==> src/rtl/sram_access_arbiter.sv <==
// Two-requester SRAM sequencer: arbitrates CPU and DMA access, generates registered
// active-low SRAM strobes and a one-cycle acknowledge to the granted requester.
module sram_access_arbiter #(
    parameter int unsigned WAIT_STATES = 1,
    parameter int unsigned MAX_DEFER   = 4
) (
    input  logic       CLK_ACCEL,
    input  logic       RESET,
    input  logic       CPU_REQ,
    input  logic       CPU_RW,
    input  logic       CPU_UDS_n,
    input  logic       CPU_LDS_n,
    input  logic       CPU_WP,
    output logic       CPU_ACK,
    input  logic       DMA_REQ,
    input  logic       DMA_RW,
    input  logic [1:0] DMA_BE,
    output logic       DMA_ACK,
    output logic       ADDR_SEL,
    output logic       RAM_CE_n,
    output logic       RAM_OE_n,
    output logic       RAM_WR_n,
    output logic       RAM_UB_n,
    output logic       RAM_LB_n,
    output logic       BUSY,
    output logic [1:0] DBG_STATE,
    output logic [3:0] DBG_DEFER
);

    // Handshake: REQ is a level held until its one-cycle ACK; a request is only
    // serviced again after REQ has been seen low (armed flag), and the CPU may
    // withdraw REQ before ACK to abort.

    typedef enum logic [1:0] {
        IDLE   = 2'd0,
        SETUP  = 2'd1,
        STROBE = 2'd2,
        DONE   = 2'd3
    } state_t;

    localparam logic [2:0] WS = 3'(WAIT_STATES);
    localparam logic [3:0] MD = 4'(MAX_DEFER);

    state_t     state_q, state_d;
    logic [2:0] wait_q, wait_d;
    logic [3:0] defer_q, defer_d;
    logic       cpu_armed_q, cpu_armed_d;
    logic       dma_armed_q, dma_armed_d;
    logic       addr_sel_q, addr_sel_d;
    logic       rw_q, rw_d;
    logic       wp_q, wp_d;
    logic       ce_n_q, ce_n_d;
    logic       oe_n_q, oe_n_d;
    logic       wr_n_q, wr_n_d;
    logic       ub_n_q, ub_n_d;
    logic       lb_n_q, lb_n_d;
    logic       cpu_ack_q, cpu_ack_d;
    logic       dma_ack_q, dma_ack_d;
    logic       cpu_pend, dma_pend, cpu_abort;

    always_comb begin
        state_d    = state_q;
        wait_d     = wait_q;
        defer_d    = defer_q;
        addr_sel_d = addr_sel_q;
        rw_d       = rw_q;
        wp_d       = wp_q;
        ce_n_d     = 1'b1;
        oe_n_d     = 1'b1;
        wr_n_d     = 1'b1;
        ub_n_d     = 1'b1;
        lb_n_d     = 1'b1;
        cpu_ack_d  = 1'b0;
        dma_ack_d  = 1'b0;

        cpu_pend  = CPU_REQ && cpu_armed_q;
        dma_pend  = DMA_REQ && dma_armed_q;
        cpu_abort = !addr_sel_q && !CPU_REQ;

        case (state_q)
            IDLE: begin
                if (!dma_pend) defer_d = '0;
                if (dma_pend && (!cpu_pend || defer_q == MD)) begin
                    state_d    = SETUP;
                    addr_sel_d = 1'b1;
                    rw_d       = DMA_RW;
                    wp_d       = 1'b0;
                    ce_n_d     = 1'b0;
                    ub_n_d     = ~DMA_BE[1];
                    lb_n_d     = ~DMA_BE[0];
                    defer_d    = '0;
                end else if (cpu_pend) begin
                    state_d    = SETUP;
                    addr_sel_d = 1'b0;
                    rw_d       = CPU_RW;
                    wp_d       = CPU_WP;
                    ce_n_d     = 1'b0;
                    ub_n_d     = CPU_UDS_n;
                    lb_n_d     = CPU_LDS_n;
                    if (dma_pend && defer_q < MD) defer_d = defer_q + 4'd1;
                end
            end
            SETUP: begin
                if (cpu_abort) begin
                    state_d = IDLE;
                end else begin
                    state_d = STROBE;
                    wait_d  = '0;
                    ce_n_d  = 1'b0;
                    ub_n_d  = ub_n_q;
                    lb_n_d  = lb_n_q;
                    oe_n_d  = ~rw_q;
                    wr_n_d  = rw_q | wp_q;
                end
            end
            STROBE: begin
                if (cpu_abort) begin
                    state_d = IDLE;
                end else begin
                    ce_n_d = 1'b0;
                    ub_n_d = ub_n_q;
                    lb_n_d = lb_n_q;
                    if (wait_q == WS) begin
                        // OE/WR release one cycle ahead of CE/UB/LB for hold time
                        state_d   = DONE;
                        cpu_ack_d = !addr_sel_q;
                        dma_ack_d = addr_sel_q;
                    end else begin
                        wait_d = wait_q + 3'd1;
                        oe_n_d = ~rw_q;
                        wr_n_d = rw_q | wp_q;
                    end
                end
            end
            DONE: state_d = IDLE;
            default: state_d = IDLE;
        endcase

        cpu_armed_d = cpu_armed_q | ~CPU_REQ;
        if (cpu_ack_d) cpu_armed_d = 1'b0;
        dma_armed_d = dma_armed_q | ~DMA_REQ;
        if (dma_ack_d) dma_armed_d = 1'b0;
    end

    always_ff @(posedge CLK_ACCEL) begin
        if (RESET) begin
            state_q     <= IDLE;
            wait_q      <= '0;
            defer_q     <= '0;
            cpu_armed_q <= 1'b1;
            dma_armed_q <= 1'b1;
            addr_sel_q  <= 1'b0;
            rw_q        <= 1'b1;
            wp_q        <= 1'b0;
            ce_n_q      <= 1'b1;
            oe_n_q      <= 1'b1;
            wr_n_q      <= 1'b1;
            ub_n_q      <= 1'b1;
            lb_n_q      <= 1'b1;
            cpu_ack_q   <= 1'b0;
            dma_ack_q   <= 1'b0;
        end else begin
            state_q     <= state_d;
            wait_q      <= wait_d;
            defer_q     <= defer_d;
            cpu_armed_q <= cpu_armed_d;
            dma_armed_q <= dma_armed_d;
            addr_sel_q  <= addr_sel_d;
            rw_q        <= rw_d;
            wp_q        <= wp_d;
            ce_n_q      <= ce_n_d;
            oe_n_q      <= oe_n_d;
            wr_n_q      <= wr_n_d;
            ub_n_q      <= ub_n_d;
            lb_n_q      <= lb_n_d;
            cpu_ack_q   <= cpu_ack_d;
            dma_ack_q   <= dma_ack_d;
        end
    end

    assign CPU_ACK   = cpu_ack_q;
    assign DMA_ACK   = dma_ack_q;
    assign ADDR_SEL  = addr_sel_q;
    assign RAM_CE_n  = ce_n_q;
    assign RAM_OE_n  = oe_n_q;
    assign RAM_WR_n  = wr_n_q;
    assign RAM_UB_n  = ub_n_q;
    assign RAM_LB_n  = lb_n_q;
    assign BUSY      = (state_q != IDLE);
    assign DBG_STATE = state_q;
    assign DBG_DEFER = defer_q;

endmodule
==> config.mk <==
export PLATFORM = sky130hd
export DESIGN_NAME = sram_access_arbiter
export DESIGN_NICKNAME = d
export VERILOG_FILES = /design/src/rtl/sram_access_arbiter.sv
export SDC_FILE = /design/constraint.sdc
export NUM_CORES = 1
export LEC_CHECK = 0
export BUFFER_PORTS_ARGS = -buffer_cell sky130_fd_sc_hd__buf_4
export CAP_MARGIN = 20
export CORE_ASPECT_RATIO = 1.25
export CORE_MARGIN = 2
export CORE_UTILIZATION = 25
export DETAILED_ROUTE_END_ITERATION = 6
export PLACE_DENSITY = 0.41
export REMOVE_ABC_BUFFERS = 1
export SETUP_SLACK_MARGIN = 0.1
export SLEW_MARGIN = 20
export SYNTH_ARGS = -nofsm -noshare
export SYNTH_HDL_FRONTEND = slang
export SYNTH_SLANG_ARGS = --single-unit
==> constraint.sdc <==
create_clock -name CLK_ACCEL -period 1.8 [get_ports CLK_ACCEL]
set_input_delay 0.54 -clock CLK_ACCEL [delete_from_list [all_inputs] [get_ports CLK_ACCEL]]
set_output_delay 0.54 -clock CLK_ACCEL [all_outputs]
set_load 0.05 [all_outputs]
==> impl_metrics.py, run 1 <==
metrics = {
    "run_status": {
        "outcome": "finished clean",
    },
    "sta": {
        "clock-skew-final_ns": 0.003208,
        "timing.fmax_ghz": 0.6037,
        "period_share": 0.9202,
        "max-slew-margin-rel": 0.7243,
        "report.final.hold_viol_count": 0,
        "worst_slack_ns": 0.1436,
        "min_period_ns": 1.656,
        "tightest_slew_ns": 0.4032,
        "setup_viol": 0,
        "rsz0062_at_grt": "false",
        "slew_viol_final": 0,
    },
    "flow_run": {
        "cap_violations": 0,
    },
    "worst_hold_path": {
        "min-delay-start": "rw_q",
        "hold_path_depth": 1,
        "whs_endpoint": "RAM_OE_n",
        "hold_path.class": "register to register",
    },
    "power": {
        "clkPwrFrac": 0.285,
        "leakagePower_nw": 0.5732,
        "pwr_density_cell_nw_per_um2": 793.0,
        "ir_drop_mv": 0.2619,
        "switchingPower_w": 0.0003521,
        "pwr-share-comb": 0.260,
        "internal-power_w": 0.0007602,
        "seqPwrFrac": 0.455,
        "p_sw_frac": 0.3165,
        "total_power_w": 0.001112,
    },
    "synth": {
        "synth_area_per_cell_um2": 9.328,
        "synth_warnings": 0,
        "netlist_instances": 112,
        "ys_seq_area_frac": 0.4024,
        "ys_types": 41,
        "synth_ff_type": "dfxtp_1",
        "yosys_register_bits": 21,
        "synth_edf_count": 0,
        "syn-cell-area_um2": 1045,
        "async_reset_ff_frac": 0,
    },
    "placed_design": {
        "place_area_um2": 1310,
        "dp_slack_ns": 0.04070,
        "dp_cells": 194,
        "portBuffers": 25,
        "routabilityCongestion": 0.7487,
        "place_hpwl_um": 1946,
    },
    "cells_and_area": {
        "final_nets": 164,
        "n_fill_cell": 454,
        "final_common_cell": "buf_4",
        "regArea_um2": 424.2,
        "multiInputGateArea_um2": 599.3,
        "stdcell_count": 200,
        "drive_gt1_frac": 0.3194,
        "final_cell_mix": "30 x buf_4, 18 x dfxtp_1, 14 x nor2_1",
        "area_delta_synth_final_pct": 34.25,
        "final_cell_area_um2": 1403,
        "final_core_util": 0.3449,
        "diodes": 0,
        "largest_reg_flops": 4,
    },
    "clock_network": {
        "htreeDepth": 1,
        "cts.sinks": 21,
        "clockRootBuffer": "clkbuf_8",
        "numCtsBuffers": 3,
        "clk_latency_ns": 0.26,
        "path_clk_slew_ns": 0.08,
        "clockBufferDepth": 2,
        "cts_tree": "built",
    },
    "die": {
        "die_y_um": 76.28,
        "die_w_um": 61.82,
        "die_area_um2": 4715,
        "core_area_um2": 4066,
        "io_pins": 26,
        "initial_core_util": 0.2569,
        "rows": 26,
    },
    "critical_path": {
        "cp.arrival_ns": 1.12,
        "cp.required_ns": 1.26,
        "path_buf_inv": 3,
        "slowest_delay_ns": 0.33,
        "path_cells": "inv_1 -> ha_4 -> inv_2 -> buf_8",
        "reg2reg_depth": 5,
        "crit_path_start_kind": "register",
        "timing.rr.end": "DBG_DEFER[0]",
        "r2r_slack_ns": 0.19,
        "worstReg2RegStart": "DBG_DEFER[1]",
        "crit_fanout": 6,
        "critPathSlowestCell": "dfxtp_2",
        "critPathTopFamily": "flip-flops",
        "critPathKind": "register to output port",
        "end_kind": "output port",
    },
    "detailed_routing": {
        "vias": 921,
        "dr.pass1.iters": 4,
        "routed-wl-met3_um": 101,
        "dr.first_iter.drc_count": 36,
        "ant_nets": 0,
        "wl_met2_um": 1211,
        "vias_per_cell": 4.605,
        "wl_per_cell_um": 12.82,
        "drc_errors": 0,
        "wl_met1_um": 1182,
        "top_layer": "met4",
        "finalWirelength_um": 2564,
    },
    "grt": {
        "grt_pass1_vias": 900,
        "grt_antenna_before_repair": 0,
        "grtUsageTotal": 0.1199,
        "grt_max_degree": 21,
        "grt_pass1_wl_um": 4236,
        "overflow": 0,
    },
}
==> cell usage after synthesis (2+ instances only) <==
library cell / count / area [um^2]
ha_1: 8 / 100.1
nor2b_1: 2 / 12.51
and3b_1: 2 / 17.52
nand2b_1: 2 / 12.51
o21ai_0: 4 / 20.02
nand3b_1: 2 / 15.01
nand3_1: 2 / 10.01
nor3b_1: 2 / 15.01
nor3_1: 4 / 20.02
inv_1: 6 / 22.52
a211o_1: 2 / 17.52
nor2_1: 14 / 52.55
a21oi_1: 2 / 10.01
a211oi_1: 6 / 45.04
dfxtp_1: 21 / 420.4
buf_4: 3 / 22.52
and2_1: 2 / 12.51
nand2_1: 5 / 18.77
==> worst reg2reg max path: cells and delay by family (launching register included) <==
kind | cells | cell delay, ns
compound gates | 1 | 0.26
fa+ha+maj | 1 | 0.19
buf+inv | 1 | 0.06
flops | 1 | 0.38
simple gates | 2 | 0.63
==> cell type report <==
| type | count | share of cell area |
|---|---|---|
| inverter | 6 | 0.01606 |
| clock buffer | 3 | 0.02944 |
| multi-input combinational | 82 | 0.4273 |
| sequential | 21 | 0.3024 |
| clock inverter | 1 | 0.003568 |
| tap | 56 | 0.04996 |
| timing repair buffer | 31 | 0.1713 |
==> logic make-up (layout without fill, tap and decap cells) <==
logic type | Yosys count | count (layout) | share of synthesized area
adder cells (fa/ha/maj) | 8 | 8 | 0.09581
AO/OA/AOI/OAI | 27 | 27 | 0.1952
multiplexers | 1 | 1 | 0.009581
flip-flops | 21 | 21 | 0.4024
XOR/XNOR | 2 | 2 | 0.01677
buffers and inverters | 9 | 41 | 0.04311
AND/OR/NAND/NOR | 44 | 44 | 0.2371
==> power by group through the flow <==
stage	combinational, W	clock [W]	sequential [W]
after floorplan	0.000114	0	0.000572
after global placement	0.000266	0	0.000518
after detailed placement	0.000266	0	0.000519
after CTS	0.000286	0.000332	0.000506
after global routing	0.000315	0.000356	0.000509
final	0.000289	0.000317	0.000506
==> stage by stage <==
step / TNS (ns) / hold slack (ns)
after global routing: 0 / 0.4375
final: 0 / 0.4104
after detailed placement: 0 / 0.4051
after global placement: 0 / 0.3968
after CTS: 0 / 0.4236
after floorplan: -1.314 / 0.3713
==> repair_timing <==
action                                 in CTS  in global routing
setup buffers                               1                  1
hold buffers                                0                  0
resized for setup                           7                  3
endpoints found under the hold margin       0                  0
setup endpoints to repair                   1                  5
==> routing by layer <==
metal  track usage  vias to the layer above
met4       0.06383                        0
met1        0.1576                      421
li1              -                      467
met5             0                        -
met2        0.1811                       26
met3       0.02037                        7
==> how the worst max path moves through the flow <==
stage            startpoint           end  slack (ns)  depth (start not counted)
2_1_floorplan  DBG_STATE[1]      RAM_LB_n       -0.28                          6
3_3_place_gp        CPU_REQ  DBG_DEFER[0]        0.08                          4
3_5_place_dp        CPU_REQ      RAM_UB_n        0.04                          5
4_1_cts        DBG_STATE[1]          BUSY        0.11                          4
5_1_grt        DBG_STATE[0]          BUSY        0.10                          4
6_report       DBG_STATE[0]          BUSY        0.14                          4
Note: power is estimated with default switching activity, not from simulation.
==> inputs of run 2 (changes only) <==
- GPL_TIMING_DRIVEN: not set -> 0
==> run 2 against run 1 <==
Compared with the run above: die area unchanged; global-route usage up 0.058 points; fmax up 0.19%; final area down 1.9%; power down 0.79%; via count down 0.54%; routed wire length up 1.2%.
==> impl_metrics.py, run 2 (same netlist as run 1, synthesis figures left out) <==
metrics = {
    "die": {
        "die_y_um": 76.28,
        "core_area_um2": 4066,
        "rows": 26,
        "die_w_um": 61.82,
        "die_area_um2": 4715,
        "io_pins": 26,
        "initial_core_util": 0.2569,
    },
    "detailed_routing": {
        "ant_nets": 0,
        "wl_per_cell_um": 13.23,
        "dr.pass1.iters": 4,
        "dr.first_iter.drc_count": 29,
        "vias_per_cell": 4.673,
        "drc_errors": 0,
        "vias": 916,
        "finalWirelength_um": 2594,
    },
    "sta": {
        "setup_viol": 0,
        "report.final.hold_viol_count": 0,
        "period_share": 0.9184,
        "finalSetupTns_ns": 0,
        "timing.fmax_ghz": 0.6049,
        "max-slew-margin-rel": 0.7428,
        "clock-skew-final_ns": 0.001700,
        "hold_slack_ns": 0.4014,
        "rsz0062_at_grt": "true",
        "slew_viol_final": 0,
        "tightest_slew_ns": 0.3850,
        "min_period_ns": 1.653,
    },
    "critical_path": {
        "end_kind": "output port",
        "cp.required_ns": 1.26,
        "reg2reg_depth": 6,
        "crit_path_start_kind": "register",
        "critPathKind": "register to output port",
        "cp.arrival_ns": 1.11,
        "crit_fanout": 5,
    },
    "clock_network": {
        "cts_tree": "built",
        "clockRootBuffer": "clkbuf_8",
        "cts.sinks": 21,
        "postCtsHoldBufs": 0,
        "path_clk_slew_ns": 0.08,
        "htreeDepth": 1,
        "numCtsBuffers": 3,
        "clockBufferDepth": 2,
        "clk_latency_ns": 0.26,
    },
    "cells_and_area": {
        "regArea_um2": 427.9,
        "largest_reg_flops": 4,
        "multiInputGateArea_um2": 599.3,
        "n_fill_cell": 433,
        "final_common_cell": "buf_4",
        "final_nets": 160,
        "diodes": 0,
        "final_cell_mix": "26 x buf_4, 17 x dfxtp_1, 14 x nor2_1",
        "area_delta_synth_final_pct": 31.74,
        "drive_gt1_frac": 0.3143,
    },
    "power": {
        "leakagePower_nw": 0.5532,
        "pwr_density_cell_nw_per_um2": 801.8,
        "ir_drop_mv": 0.2207,
    },
    "grt": {
        "grtUsageTotal": 0.1205,
        "grt_pass1_wl_um": 4367,
        "grt_max_degree": 21,
        "grt_pass1_vias": 918,
        "overflow": 0,
        "grt_antenna_before_repair": 0,
    },
    "flow_run": {
        "cap_violations": 0,
    },
    "placed_design": {
        "place_hpwl_um": 1903,
        "portBuffers": 25,
        "routabilityCongestion": 0.7555,
    },
    "worst_hold_path": {
        "hold_path.class": "register to register",
        "hold_path_depth": 1,
    },
    "run_status": {
        "outcome": "finished clean",
    },
}
==> run 2: final cells by class <==
type / instances / area share
Multi-Input combinational cell: 82 / 0.4355
Sequential cell: 21 / 0.3109
Timing Repair Buffer: 27 / 0.1527
Tap cell: 56 / 0.05091
Clock buffer: 3 / 0.03000
Inverter: 6 / 0.01636
Clock inverter: 1 / 0.003636
==> run 2: report_power, final <==
group | total [W] | internal [W] | switching [W] | leakage [nW]
sequential | 0.000508 | 0.000489 | 0.0000191 | 0.173
clock | 0.000315 | 0.000154 | 0.000161 | 0.0255
combinational | 0.000281 | 0.000109 | 0.000172 | 0.354
==> run 2: critical path, stage by stage, from the launching register on <==
cell and delay (ns):
dfxtp_4 0.38, inv_2 0.06, ha_4 0.16, inv_2 0.10
buf_8 0.15
==> run 2: worst paths after layout <==
path | start | end | slack [ns]
max | DBG_STATE[0] | BUSY | 0.15
min | rw_q | RAM_OE_n | 0.40
max reg2reg | DBG_DEFER[0] | RAM_LB_n | 0.17
min reg2reg | rw_q | RAM_OE_n | 0.40
==> run 2: per-stage QoR <==
step	area [um^2]	std cells	power [W]	setup slack, ns	util
after global placement	1280	190	0.0007720	-0.1002	0.3148
after global routing	1376	196	0.001169	0.08465	0.3385
after floorplan	1022	109	0.0006856	-0.2793	-
after detailed placement	1280	190	0.0007727	-0.1083	0.3148
after CTS	1363	196	0.001111	0.1128	0.3351
final	1376	196	0.001104	0.1468	0.3385
==> run 2: repair_timing <==
action	in CTS	in global routing
pin swaps	0	1
resized for setup	7	7
buffers inserted	2	0
endpoints found under the setup margin	3	5
==> run 2: per-layer routing <==
metal  global-route usage  part of all wire
met5                    0                 0
met4              0.05106            0.0089
met3              0.01698             0.047
met2               0.1832              0.46
met1               0.1656              0.48
==> inputs of run 3 (changes only) <==
- ABC_AREA: not set -> 1
- PLACE_DENSITY: 0.41 -> 0.4
==> run 3 against run 2 <==
Compared with the run above: final area increased by 6.5%; global-route usage decreased by 0.56 points; die area increased by 7.8%; count of clock-buffer cells in the layout increased by 1; fmax increased by 0.74%; first-iteration DRC count decreased by 6.9%.
==> impl_metrics.py, run 3 <==
metrics = {
    "synth": {
        "synthTopCellsByArea": "dfxtp_1 37%, ha_1 8.8%, nand3_1 8.8%, nand2_1 8.6%, nor2_1 5.6%",
        "yosysTopAreaCell": "dfxtp_1",
        "synth_edf_count": 0,
        "async_reset_ff_frac": 0,
        "ys_top_cells_by_count": "26 x nand2_1, 21 x dfxtp_1, 20 x nand3_1, 17 x nor2_1, 13 x inv_1",
        "syn-cell-area_um2": 1131,
        "synth_ff_type": "dfxtp_1",
        "ys_seq_area_frac": 0.3717,
        "yosys_register_bits": 21,
        "yosysMostFrequentCell": "nand2_1",
        "ys_types": 29,
        "synth_warnings": 0,
        "synth_area_per_cell_um2": 7.541,
        "synth_top_cell_area_share": 0.3717,
        "netlist_instances": 150,
    },
    "sta": {
        "report.final.hold_viol_count": 0,
        "rsz0062_at_grt": "false",
        "hold_slack_ns": 0.4432,
        "tightest_slew_ns": 0.4345,
        "clock-skew-final_ns": 0.0009893,
        "timing.fmax_ghz": 0.6094,
        "period_share": 0.9117,
        "min_period_ns": 1.641,
        "setup_viol": 0,
        "slew_viol_final": 0,
        "max-slew-margin-rel": 0.7079,
    },
    "clock_network": {
        "clockRootBuffer": "clkbuf_8",
        "postCtsHoldBufs": 0,
        "path_clk_slew_ns": 0.08,
        "htreeDepth": 1,
        "cts.sinks": 21,
        "clockBufferDepth": 2,
        "clk_latency_ns": 0.26,
        "cts_tree": "built",
        "numCtsBuffers": 3,
    },
    "critical_path": {
        "reg2reg_depth": 7,
        "worstReg2RegStart": "DBG_STATE[0]",
        "critPathKind": "register to output port",
        "cp.arrival_ns": 1.10,
        "critPathLaunch": "DBG_STATE[1]",
        "r2r_slack_ns": 0.43,
        "end_kind": "output port",
        "timing.rr.end": "dma_armed_q",
        "crit_path_start_kind": "register",
        "crit_fanout": 6,
        "cp.required_ns": 1.26,
    },
    "cells_and_area": {
        "diodes": 0,
        "n_fill_cell": 486,
        "drive_gt1_frac": 0.3090,
        "final_nets": 198,
        "largest_reg_flops": 4,
        "final_cell_mix": "26 x nand2_1, 26 x buf_4, 20 x nand3_1",
        "area_delta_synth_final_pct": 29.65,
    },
    "placed_design": {
        "portBuffers": 25,
        "place_hpwl_um": 2121,
        "routabilityCongestion": 0.7383,
    },
    "grt": {
        "overflow": 0,
        "grt_pass1_vias": 1044,
        "grt_antenna_before_repair": 0,
        "grt_max_degree": 12,
        "grtUsageTotal": 0.1149,
        "grt_pass1_wl_um": 4678,
    },
    "power": {
        "pwr_density_cell_nw_per_um2": 786.1,
        "total_power_w": 0.001153,
        "leakagePower_nw": 0.6495,
        "ir_drop_mv": 0.2780,
    },
    "die": {
        "core_area_um2": 4392,
        "io_pins": 26,
        "initial_core_util": 0.2575,
        "rows": 27,
        "die_y_um": 79.21,
        "die_area_um2": 5082,
        "die_w_um": 64.16,
    },
    "worst_hold_path": {
        "whs_endpoint": "RAM_OE_n",
        "hold_path_depth": 1,
        "hold_path.class": "register to register",
        "min-delay-start": "rw_q",
    },
    "detailed_routing": {
        "dr.pass1.iters": 5,
        "vias_per_cell": 4.377,
        "dr.first_iter.drc_count": 27,
        "ant_nets": 0,
        "drc_errors": 0,
        "vias": 1033,
        "finalWirelength_um": 2734,
        "wl_per_cell_um": 11.58,
    },
    "run_status": {
        "outcome": "finished clean",
    },
    "flow_run": {
        "cap_violations": 0,
    },
}
[run 3: cell types whose count changed in the layout (fill, tap and decap cells not counted), moves of 4 or more]
cell | previous run | this run
a211oi_1 | 6 | 1
a21oi_1 | 2 | 8
inv_2 | 3 | 7
nand2_1 | 5 | 26
nand3_1 | 2 | 20
inv_1 | 3 | 11
[run 3: how the worst max path moves through the flow]
stage / slack [ns] / depth (start not counted) / to
CTS: 0.11 / 4 / BUSY
finish: 0.16 / 4 / BUSY
global placement: -0.07 / 4 / BUSY
global route: 0.11 / 4 / BUSY
detailed placement: -0.11 / 4 / BUSY
floorplan: -0.29 / 3 / BUSY
[run 3: cell families (layout without fill, tap and decap cells)]
logic type               count (synthesis)  after routing  share of synthesized area
AO/OA/AOI/OAI                           19             19                    0.09957
adder cells (fa/ha/maj)                  8              8                    0.08850
AND/OR/NAND/NOR                         79             79                     0.3573
buffers and inverters                   23             51                    0.08296
flip-flops                              21             21                     0.3717
[run 3: per-stage QoR]
step / util / instances / TNS, ns / worst slack, ns / instance area, um^2
6_report: 0.3339 / 236 / 0 / 0.1589 / 1466
5_1_grt: 0.3339 / 236 / 0 / 0.1100 / 1466
4_1_cts: 0.3311 / 235 / 0 / 0.1060 / 1454
3_5_place_dp: 0.3128 / 230 / -0.1064 / -0.1064 / 1374
3_3_place_gp: 0.3128 / 230 / -0.07398 / -0.07398 / 1374
2_1_floorplan: - / 147 / -0.9632 / -0.2876 / 1114
[run 3: critical path, cell delays in order, from the launching register on]
cell     delay, ns
dfxtp_4       0.37
inv_1         0.07
ha_4          0.18
inv_6         0.08
buf_8         0.14
[run 3: timing repair]
| item | in CTS | in global routing |
|---|---|---|
| gates resized for setup | 9 | 3 |
| pin swaps | 1 | 0 |
| buffers inserted | 1 | 1 |
| endpoints found under the setup margin | 2 | 1 |
| hold endpoints to repair | 0 | 0 |
[run 3: layer usage]
metal | wire (um) | up-vias | track usage | share of wire
li1 | - | 541 | - | -
met1 | 1139 | 473 | 0.1284 | 0.42
met2 | 1504 | 17 | 0.2156 | 0.55
met3 | 72 | 2 | 0.01700 | 0.026
met4 | 18 | 0 | 0.04468 | 0.0066
met5 | 0 | - | 0 | 0
[run 3: where the power goes]
group | internal, W | switching, W
sequential | 0.000492 | 0.0000214
clock | 0.000158 | 0.000155
combinational | 0.000115 | 0.000211
[run 3: area by class of cell]
class                      count  area, um^2  share of cell area
multi-input combinational    106       629.4              0.4292
sequential                    21       427.9              0.2918
timing repair buffer          27       210.2              0.1433
inverter                      20       81.33             0.05546
tap                           58       72.57             0.04949
clock buffer                   4       45.04             0.03072
